==> src/rtl/serial_word_deserializer.sv <==
// serial_word_deserializer
// Receives framed serial words: start bit (0), WIDTH data bits LSB-first,
// optional even-parity bit, stop bit (1). Completed words are held in an
// output register with a valid/ready handshake. Error pulses are one cycle.
// Optional feature macro: DESER_PARITY_EN adds the parity bit and check.
module serial_word_deserializer #(
  parameter int WIDTH = 8
) (
  input  logic             clk,
  input  logic             rst_n,
  input  logic             din,
  input  logic             din_valid,
  output logic [WIDTH-1:0] dout,
  output logic             dout_valid,
  input  logic             dout_ready,
  output logic             busy,
  output logic             frame_err,
  output logic             parity_err,
  output logic             overrun
);

  localparam int CW = (WIDTH > 1) ? $clog2(WIDTH) : 1;
  localparam logic [CW-1:0] LAST_BIT = CW'(WIDTH - 1);

  typedef enum logic [1:0] {
    IDLE   = 2'd0,
    DATA   = 2'd1,
    PARITY = 2'd2,
    STOP   = 2'd3
  } state_t;

  state_t           state_r;
  logic [WIDTH-1:0] shreg_r;
  logic [CW-1:0]    bit_cnt_r;
  logic [WIDTH-1:0] dout_r;
  logic             dout_valid_r;
  logic             busy_r;
  logic             frame_err_r;
  logic             overrun_r;
  logic             handshake_s;
  logic             parity_bad_s;

`ifdef DESER_PARITY_EN
  logic             pbit_r;
  logic             parity_err_r;

  // Even parity over data plus parity bit; a set result means a mismatch.
  function automatic logic even_parity_bad(input logic [WIDTH-1:0] data,
                                           input logic pbit);
    even_parity_bad = (^data) ^ pbit;
  endfunction

  // Parity verdict for the word currently in the shift register.
  always_comb begin
    parity_bad_s = even_parity_bad(shreg_r, pbit_r);
  end

  assign parity_err = parity_err_r;
`else
  // Without the parity bit every well-framed word counts as good.
  always_comb begin
    parity_bad_s = 1'b0;
  end

  assign parity_err = 1'b0;
`endif

  // Output handshake completes only while a word is actually held.
  always_comb begin
    handshake_s = dout_valid_r & dout_ready;
  end

  // Frame FSM, shift register, output register and error pulses.
  always_ff @(posedge clk or negedge rst_n) begin
    if (!rst_n) begin
      state_r      <= IDLE;
      shreg_r      <= '0;
      bit_cnt_r    <= '0;
      dout_r       <= '0;
      dout_valid_r <= 1'b0;
      busy_r       <= 1'b0;
      frame_err_r  <= 1'b0;
      overrun_r    <= 1'b0;
`ifdef DESER_PARITY_EN
      pbit_r       <= 1'b0;
      parity_err_r <= 1'b0;
`endif
    end else begin
      frame_err_r <= 1'b0;
      overrun_r   <= 1'b0;
`ifdef DESER_PARITY_EN
      parity_err_r <= 1'b0;
`endif
      if (handshake_s) begin
        dout_valid_r <= 1'b0;
      end
      if (din_valid) begin
        case (state_r)
          IDLE: begin
            if (!din) begin
              state_r   <= DATA;
              busy_r    <= 1'b1;
              bit_cnt_r <= '0;
            end
          end
          DATA: begin
            shreg_r   <= {din, shreg_r[WIDTH-1:1]};
            bit_cnt_r <= bit_cnt_r + CW'(1);
            if (bit_cnt_r == LAST_BIT) begin
`ifdef DESER_PARITY_EN
              state_r <= PARITY;
`else
              state_r <= STOP;
`endif
            end
          end
`ifdef DESER_PARITY_EN
          PARITY: begin
            pbit_r  <= din;
            state_r <= STOP;
          end
`endif
          STOP: begin
            state_r <= IDLE;
            busy_r  <= 1'b0;
            if (!din) begin
              frame_err_r <= 1'b1;
            end else if (parity_bad_s) begin
`ifdef DESER_PARITY_EN
              parity_err_r <= 1'b1;
`endif
            end else if (!dout_valid_r || handshake_s) begin
              dout_r       <= shreg_r;
              dout_valid_r <= 1'b1;
            end else begin
              overrun_r <= 1'b1;
            end
          end
          default: begin
            state_r <= IDLE;
            busy_r  <= 1'b0;
          end
        endcase
      end
    end
  end

  assign dout       = dout_r;
  assign dout_valid = dout_valid_r;
  assign busy       = busy_r;
  assign frame_err  = frame_err_r;
  assign overrun    = overrun_r;

endmodule

==> config.mk <==
export PLATFORM = sky130hd
export DESIGN_NAME = serial_word_deserializer
export DESIGN_NICKNAME = d
export VERILOG_FILES = /design/src/rtl/serial_word_deserializer.sv
export SDC_FILE = /design/constraint.sdc
export NUM_CORES = 1
export LEC_CHECK = 0
export CAP_MARGIN = 20
export CELL_PAD_IN_SITES_DETAIL_PLACEMENT = 1
export CELL_PAD_IN_SITES_GLOBAL_PLACEMENT = 2
export CORE_ASPECT_RATIO = 1.25
export CORE_MARGIN = 2
export CORE_UTILIZATION = 38
export CTS_CLUSTER_DIAMETER = 50
export DETAILED_ROUTE_END_ITERATION = 7
export GPL_ROUTABILITY_DRIVEN = 0
export PLACE_DENSITY = 0.89
export SLEW_MARGIN = 20
export SYNTH_ARGS = -nofsm -noshare
export SYNTH_HDL_FRONTEND = slang
export SYNTH_SLANG_ARGS = --single-unit
==> constraint.sdc <==
create_clock -name clk -period 2.5 [get_ports clk]
set_input_delay 0.5 -clock clk [delete_from_list [all_inputs] [get_ports clk]]
set_output_delay 0.5 -clock clk [all_outputs]
set_load 0.1 [all_outputs]
==> flow_summary.toml, run 1 <==
[floorplan]
core_area_sq_um = 2630
die_h_um = 62.4
io_pins = 18
dieArea_sq_um = 3170
row_count = 21
start_util = 0.395
die_w_um = 50.7

[routing]
highest_layer = "met4"
route.detailed.wl_per_inst_um = 13.2
drc = 0
firstDrtPassIters = 4
postRouteAntennaNets = 0
routed_wl_um = 1630
wl_met2_um = 794
dr_wl_met3_um = 55
met1Wirelength_um = 738
routed_via_density = 4.78
num_vias = 588
drtIter0Drc = 7

[grt]
grt_pass1_wl_um = 2810
grt_overflow = 0
grt_max_degree = 26
gr-usage-all-layers = 0.118
grt_pass1_vias = 606
antenna_found_initial = 0

[timing]
finalHoldViolCount = 0
slew_violations = 0
period_share = 0.695
fin_crit_ns = 1.74
rsz0062_at_grt = "false"
fin_tns_setup_ns = 0
hold_slack_ns = 0.523
fin_worst_skew_ns = 0.00359
fmax_mhz = 576
finalSetupViolCount = 0

[finish]
multiInputGateArea_sq_um = 373
drive_above_1_share = 0.427
final_util = 0.466
fill_cells = 282
fin_nets = 97
syn_to_final_growth_pct = 18.0
n_antenna_cell = 0
regArea_sq_um = 626
final_cells = 123

[yosys]
synth.area.top_cells = "dfrtp_1, mux2_4, mux2_2"
async_flop_share = 1.00
synth_top_cell_by_area = "dfrtp_1"
synth_most_common_cell = "dfrtp_1"
ys_top_cells_by_count = "dfrtp_1, mux2_2, mux2_4"
yosys.area.top_type_share = 0.603
seq_area_frac_synth = 0.603
synth_cell_types = 22
syn_nets = 78
synth_edf_count = 0
netlist_area_sq_um = 1040
synth.avg_cell_area_sq_um = 14.6
yosysWarnings = 0
ys.flop_type = "dfrtp_1"
synth-seq-cells = 25
syn_inst = 71

[job]
max_cap_violations = 0

[clock_tree]
numCtsBuffers = 3
htreeDepth = 1
clockBufferDepth = 2
post_cts_resized = 0
path_clk_slew_ns = 0.14
cts_root_buf = "clkbuf_4"
clock_latency_ns = 0.32
hold_buffers = 0
cts_setup_buffers = 0
cts_sinks = 25
cts_tree = "built"

[worst_setup_path]
worstSetupPathType = "in -> reg"
worstSetupEndpointType = "register"
worstPathMaxFanout = 9
setup.worst_path.start_class = "input pin"
cp.required_ns = 2.72
cp.arrival_ns = 1.95

[place]
hpwl_um = 1220
placedCellCount = 119
io_buffers = 16

[min_path]
hold_path_class = "in -> async"

[outcome]
outcome = "finished clean"
cell type report:
type,count,area share
Timing Repair Buffer,18,0.119
Clock inverter,1,0.00613
Inverter,2,0.00613
Tap cell,34,0.0348
Clock buffer,3,0.0184
Multi-Input combinational cell,40,0.305
Sequential cell,25,0.511
per-layer routing:
metal,GRT usage,vias to the layer above
met3,0.0215,4
met4,0.0709,0
met1,0.158,293
li1,-,279
met2,0.178,12
met5,0,-
logic make-up after synthesis:
family / count (synthesis) / share of synthesized area
buffers and inverters: 6 / 0.0374
AO/OA/AOI/OAI: 9 / 0.0519
multiplexers: 17 / 0.212
flip-flops: 25 / 0.603
other: 1 / 0.00362
adder cells (fa/ha/maj): 2 / 0.0241
AND/OR/NAND/NOR: 11 / 0.0676
flip-flops by register name, summed over array words and instances, names as in the netlist:
register    count
bit_cnt_r       3
dout            8
dout_valid      1
overrun         1
shreg_r         8
frame_err       1
state_r         2
busy            1
final timing paths:
kind | start | end | slack, ns | cells past startpoint
max in group asynchronous | rst_n | dout[0]$_DFFE_PN0P_ | 1.75 | 2
min in group clk | bit_cnt_r[1]$_DFFE_PN0P_ | bit_cnt_r[1]$_DFFE_PN0P_ | 0.53 | 1
hold / removal | rst_n | dout[3]$_DFFE_PN0P_ | 0.52 | 2
setup reg to reg | state_r[1]$_DFFE_PN0P_ | dout[1]$_DFFE_PN0P_ | 1.04 | 4
hold reg to reg | bit_cnt_r[1]$_DFFE_PN0P_ | bit_cnt_r[1]$_DFFE_PN0P_ | 0.53 | 1
setup / recovery | din_valid | dout[1]$_DFFE_PN0P_ | 0.76 | 5
per-stage QoR:
stage	instance area [sq um]	worst slack, ns
6_report	1220	0.763
3_5_place_dp	1190	0.405
2_1_floorplan	1040	0.694
5_1_grt	1220	0.691
3_3_place_gp	1190	0.453
4_1_cts	1220	0.760
critical path, stage by stage:
cell and delay (ns):
clkdlybuf4s50_1 0.63, nand4_2 0.17, nor2b_2 0.14, buf_4 0.20, mux2_4 0.31
layout by cell type (no fill, tap or decap):
cell type        Yosys  final
dfrtp_1             25     25
nand4_2              1      1
nand3_1              1      1
ha_1                 2      2
inv_1                2      2
mux2_2               8      8
mux2_4               8      8
nand2b_1             1      1
clkbuf_4             0      3
a21oi_1              3      3
buf_4                2     14
mux2i_1              1      1
nor2_2               1      1
nor3b_1              1      1
nor2b_2              2      2
a31oi_1              1      1
clkdlybuf4s50_1      0      4
nand2_1              3      3
a22o_1               2      2
nor2_1               1      1
clkinvlp_4           0      1
conb_1               1      1
o21ai_0              3      3
Power of run 1 is left out: the tool's default activity adds up to more than one toggle a clock period on the data nets, which glitch-free logic cannot reach.
==> run 2: changes to the inputs <==
--- a/config.mk
+++ b/config.mk
@@ -10,11 +10,11 @@
 export CELL_PAD_IN_SITES_GLOBAL_PLACEMENT = 2
 export CORE_ASPECT_RATIO = 1.25
 export CORE_MARGIN = 2
-export CORE_UTILIZATION = 38
+export CORE_UTILIZATION = 35
 export CTS_CLUSTER_DIAMETER = 50
 export DETAILED_ROUTE_END_ITERATION = 7
 export GPL_ROUTABILITY_DRIVEN = 0
-export PLACE_DENSITY = 0.89
+export PLACE_DENSITY = 0.83
 export SLEW_MARGIN = 20
 export SYNTH_ARGS = -nofsm -noshare
 export SYNTH_HDL_FRONTEND = slang
==> constraint.sdc (replaced) <==
create_clock -name clk -period 1.6 [get_ports clk]
set_input_delay 0.32 -clock clk [delete_from_list [all_inputs] [get_ports clk]]
set_output_delay 0.32 -clock clk [all_outputs]
set_load 0.1 [all_outputs]
==> flow_summary.toml, run 2 (same netlist as run 1, synthesis figures left out) <==
[outcome]
outcome = "finished clean"

[routing]
firstDrtPassIters = 1
routed_wl_um = 1930
drc = 0
route.detailed.wl_per_inst_um = 14.4
drtIter0Drc = 0
num_vias = 628
routed_via_density = 4.69
postRouteAntennaNets = 0

[power_and_ir_drop]
switching_share = 0.452
p_comb_frac = 0.550
p_sw_mw = 1.40
power_frac_clock = 0.091
max-vdd-ir-drop_v = 0.00106
cellPowerDensity_nw_per_um2 = 2120
power.leakage_nw = 0.682
p_int_mw = 1.69
p_seq_frac = 0.360

[clock_tree]
cts_sinks = 25
numCtsBuffers = 3
cts_root_buf = "clkbuf_4"
cts_setup_buffers = 0
path_clk_slew_ns = 0.13
htreeDepth = 1
clock_latency_ns = 0.32
post_cts_resized = 0
clockBufferDepth = 2
cts_tree = "built"
hold_buffers = 0

[worst_setup_path]
critPathCapture = "shreg_r[2]$_DFFE_PN0P_"
worstSetupPathType = "in -> reg"
worstSetupEndpointType = "register"
worstPathMaxFanout = 6
setup.worst_path.start_class = "input pin"
critPathLaunch = "din_valid"
r2r_cells = 4
r2r_end = "dout[2]$_DFFE_PN0P_"
cp.arrival_ns = 1.67
cp.required_ns = 1.82
reg2reg_slack_ns = 0.23
worstReg2RegStart = "state_r[0]$_DFFE_PN0P_"

[floorplan]
start_util = 0.359
io_pins = 18
core_area_sq_um = 2890
die_h_um = 64.9
dieArea_sq_um = 3420
row_count = 22
die_w_um = 52.7

[timing]
finalSetupViolCount = 0
rsz0062_at_grt = "false"
finalHoldViolCount = 0
slew_violations = 0
period_share = 0.907
fin_crit_ns = 1.45
fmax_mhz = 689
fin_worst_skew_ns = 0.00215

[finish]
final_common_cell = "dfrtp_1"
design_area_sq_um = 1460
fin_nets = 106
syn_to_final_growth_pct = 40.3
n_antenna_cell = 0
final_cells = 134
final_cell_mix = "dfrtp_1, buf_12, buf_4"
drive_above_1_share = 0.490

[grt]
gr-usage-all-layers = 0.138
grt_pass1_vias = 725
antenna_found_initial = 0
grt_overflow = 0
grt_max_degree = 26
grt_pass1_wl_um = 3420

[job]
max_cap_violations = 0

[place]
placedCellCount = 130
dpl-instance-area_sq_um = 1430
io_buffers = 16
hpwl_um = 1510

[min_path]
hold_path_class = "in -> async"
run 2: cell types whose count changed in the layout (fill, tap and decap cells not counted):
cell        previous run  this run
buf_12                 0        13
buf_4                 14        10
clkinv_2               0         1
clkinvlp_4             1         0
dfrtp_1               25        24
dfrtp_2                0         1
run 2: power by group through the flow:
| stage | logic, mW | registers (mW) | clock network (mW) |
|---|---|---|---|
| finish | 1.70 | 1.11 | 0.281 |
| detailed placement | 1.72 | 1.13 | 0 |
| global route | 1.78 | 1.15 | 0.323 |
| global placement | 1.67 | 1.11 | 0 |
| CTS | 1.72 | 1.12 | 0.294 |
| floorplan | 0.431 | 1.74 | 0 |
run 2: worst min path at each step:
stage               depth (start not counted)                startpoint                        to
floorplan                                   0                     rst_n  bit_cnt_r[0]$_DFFE_PN0P_
global placement                            1  bit_cnt_r[1]$_DFFE_PN0P_  bit_cnt_r[1]$_DFFE_PN0P_
detailed placement                          1  bit_cnt_r[1]$_DFFE_PN0P_  bit_cnt_r[1]$_DFFE_PN0P_
CTS                                         2                     rst_n    shreg_r[5]$_DFFE_PN0P_
global route                                2                     rst_n    shreg_r[5]$_DFFE_PN0P_
finish                                      2                     rst_n    shreg_r[5]$_DFFE_PN0P_
run 2: area by class of cell:
class / count / area, sq um
fillers: 305 / 1440
repair buffers: 27 / 375
clock buffers: 3 / 22.5
well taps: 36 / 45.0
clock inverters: 1 / 5.00
flip-flops and latches: 25 / 627
inverters: 2 / 7.51
multi-input cells: 40 / 373
run 2: critical path, stage by stage:
cell	delay [ns]
clkdlybuf4s50_1	0.47
buf_4	0.17
nor2b_2	0.15
nand2_1	0.19
mux2_2	0.37
run 2: per-stage QoR:
step	setup WS (ns)	hold slack (ns)	utilization	total power, mW	TNS, ns
final	0.149	0.340	0.503	3.09	0
after global routing	0.0971	0.344	0.503	3.25	0
after CTS	0.145	0.342	0.503	3.13	0
after detailed placement	-0.211	0.494	0.494	2.85	-2.81
after global placement	-0.159	0.489	0.494	2.78	-2.22
after floorplan	0.0809	0.0244	-	2.17	0
run 2: routing by layer:
layer | vias to the layer above | part of all wire | wire length (um) | track usage
met3 | 5 | 0.021 | 41 | 0.0207
met1 | 317 | 0.39 | 760 | 0.154
met2 | 12 | 0.56 | 1080 | 0.247
li1 | 294 | - | - | -
met4 | 0 | 0.024 | 47 | 0.0673
met5 | - | 0 | 0 | 0
(Power assumes the default switching activity.)
==> run 3: changes to the inputs <==
--- a/config.mk
+++ b/config.mk
@@ -10,11 +10,11 @@
 export CELL_PAD_IN_SITES_GLOBAL_PLACEMENT = 2
 export CORE_ASPECT_RATIO = 1.25
 export CORE_MARGIN = 2
-export CORE_UTILIZATION = 35
+export CORE_UTILIZATION = 37
+export CTS_BUF_LIST = sky130_fd_sc_hd__clkbuf_8
 export CTS_CLUSTER_DIAMETER = 50
 export DETAILED_ROUTE_END_ITERATION = 7
-export GPL_ROUTABILITY_DRIVEN = 0
-export PLACE_DENSITY = 0.83
+export PLACE_DENSITY = 0.87
 export SLEW_MARGIN = 20
 export SYNTH_ARGS = -nofsm -noshare
 export SYNTH_HDL_FRONTEND = slang
==> flow_summary.toml, run 3 (same netlist as run 1, synthesis figures left out) <==
[outcome]
outcome = "finished clean"

[routing]
firstDrtPassIters = 2
num_vias = 634
drc = 0
postRouteAntennaNets = 0
route.detailed.wl_per_inst_um = 15.0
drtIter0Drc = 6
routed_wl_um = 1960
routed_via_density = 4.84

[min_path]
hold_path_class = "in -> async"

[finish]
fill_cells = 272
regArea_sq_um = 627
final_cell_mix = "dfrtp_1, buf_12, buf_4"
fin_nets = 105
n_antenna_cell = 0
drive_above_1_share = 0.485
syn_to_final_growth_pct = 41.1
multiInputGateArea_sq_um = 373
final_common_cell = "dfrtp_1"

[timing]
setup_slack_ns = 0.0548
fin_worst_skew_ns = 0.00183
fmax_mhz = 647
fin_crit_ns = 1.55
period_share = 0.966
finalHoldViolCount = 0
fin_tns_setup_ns = 0
slew_violations = 0
finalSetupViolCount = 0
rsz0062_at_grt = "false"

[floorplan]
row_count = 21
die_w_um = 51.4
dieArea_sq_um = 3250
io_pins = 18
start_util = 0.387
die_h_um = 63.2
core_area_sq_um = 2680

[clock_tree]
numCtsBuffers = 3
cts_root_buf = "clkbuf_8"
hold_buffers = 0
clockBufferDepth = 2
path_clk_slew_ns = 0.08
htreeDepth = 1
cts_setup_buffers = 0
cts_tree = "built"
post_cts_resized = 0
cts_sinks = 25
clock_latency_ns = 0.26

[grt]
gr-usage-all-layers = 0.139
grt_max_degree = 26
grt_overflow = 0
top_usage_layer = "met2"
antenna_found_initial = 0
met3_usage = 0.0213
grtUsageMet1 = 0.164
grt.met2_usage = 0.248
grt_pass1_vias = 738
grt_pass1_wl_um = 3410

[worst_setup_path]
cp.arrival_ns = 1.70
cp.required_ns = 1.75
worstPathMaxFanout = 6
worstSetupEndpointType = "register"
setup.worst_path.start_class = "input pin"
worstSetupPathType = "in -> reg"

[power_and_ir_drop]
power.leakage_nw = 0.685
max-vdd-ir-drop_v = 0.00129
cellPowerDensity_nw_per_um2 = 2170

[place]
place_congestion = 0.795
dpl_worst_slack_ns = -0.224
io_buffers = 16
hpwl_um = 1510

[job]
max_cap_violations = 0
[run 3: cell types whose count changed in the layout (fill, tap and decap cells not counted)]
cell,change
clkbuf_8,+3
clkbuf_4,-3
buf_4,-1
[run 3: power breakdown]
part | switching (mW) | internal, mW | leakage (nW)
logic | 0.977 | 0.720 | 0.342
clock network | 0.189 | 0.174 | 0.0255
registers | 0.234 | 0.881 | 0.318
total | 1.40 | 1.77 | 0.685
[run 3: worst max-delay path, cell delays in order]
cell,delay [ns]
clkdlybuf4s50_1,0.47
buf_4,0.18
nor2b_2,0.15
nand2_1,0.20
mux2_2,0.37
[run 3: final cells by class]
cell class | count | area share
clock buffer | 3 | 0.0282
clock inverter | 1 | 0.00342
inverter | 2 | 0.00513
multi-input combinational | 40 | 0.255
sequential | 25 | 0.428
tap | 34 | 0.0291
timing repair buffer | 26 | 0.251
[run 3: final timing paths]
check                                         startpoint                        to  slack (ns)  cells past startpoint
worst max-delay path                           din_valid    shreg_r[0]$_DFFE_PN0P_        0.05                      5
worst min-delay path                               rst_n    shreg_r[2]$_DFFE_PN0P_        0.43                      2
worst max register to register    state_r[0]$_DFFE_PN0P_       dout[0]$_DFFE_PN0P_        0.22                      4
worst min register to register  bit_cnt_r[1]$_DFFE_PN0P_  bit_cnt_r[1]$_DFFE_PN0P_        0.51                      1
max in group asynchronous                          rst_n      dout_valid$_DFF_PN0_        0.92                      2
min in group clk                bit_cnt_r[1]$_DFFE_PN0P_  bit_cnt_r[1]$_DFFE_PN0P_        0.51                      1
[run 3: per-stage QoR]
stage	cells	utilization	hold slack (ns)	power [mW]	area, sq um
after detailed placement	127	0.529	0.491	2.85	1420
final	131	0.546	0.426	3.17	1460
after global placement	127	0.529	0.488	2.77	1420
after global routing	131	0.546	0.443	3.33	1460
after CTS	131	0.546	0.431	3.22	1460
after floorplan	71	-	0.0244	2.17	1040
[run 3: routing by layer]
metal	routed length, um	share of wire
met5	0	0
met4	21	0.011
met3	61	0.031
met2	1070	0.55
met1	804	0.41
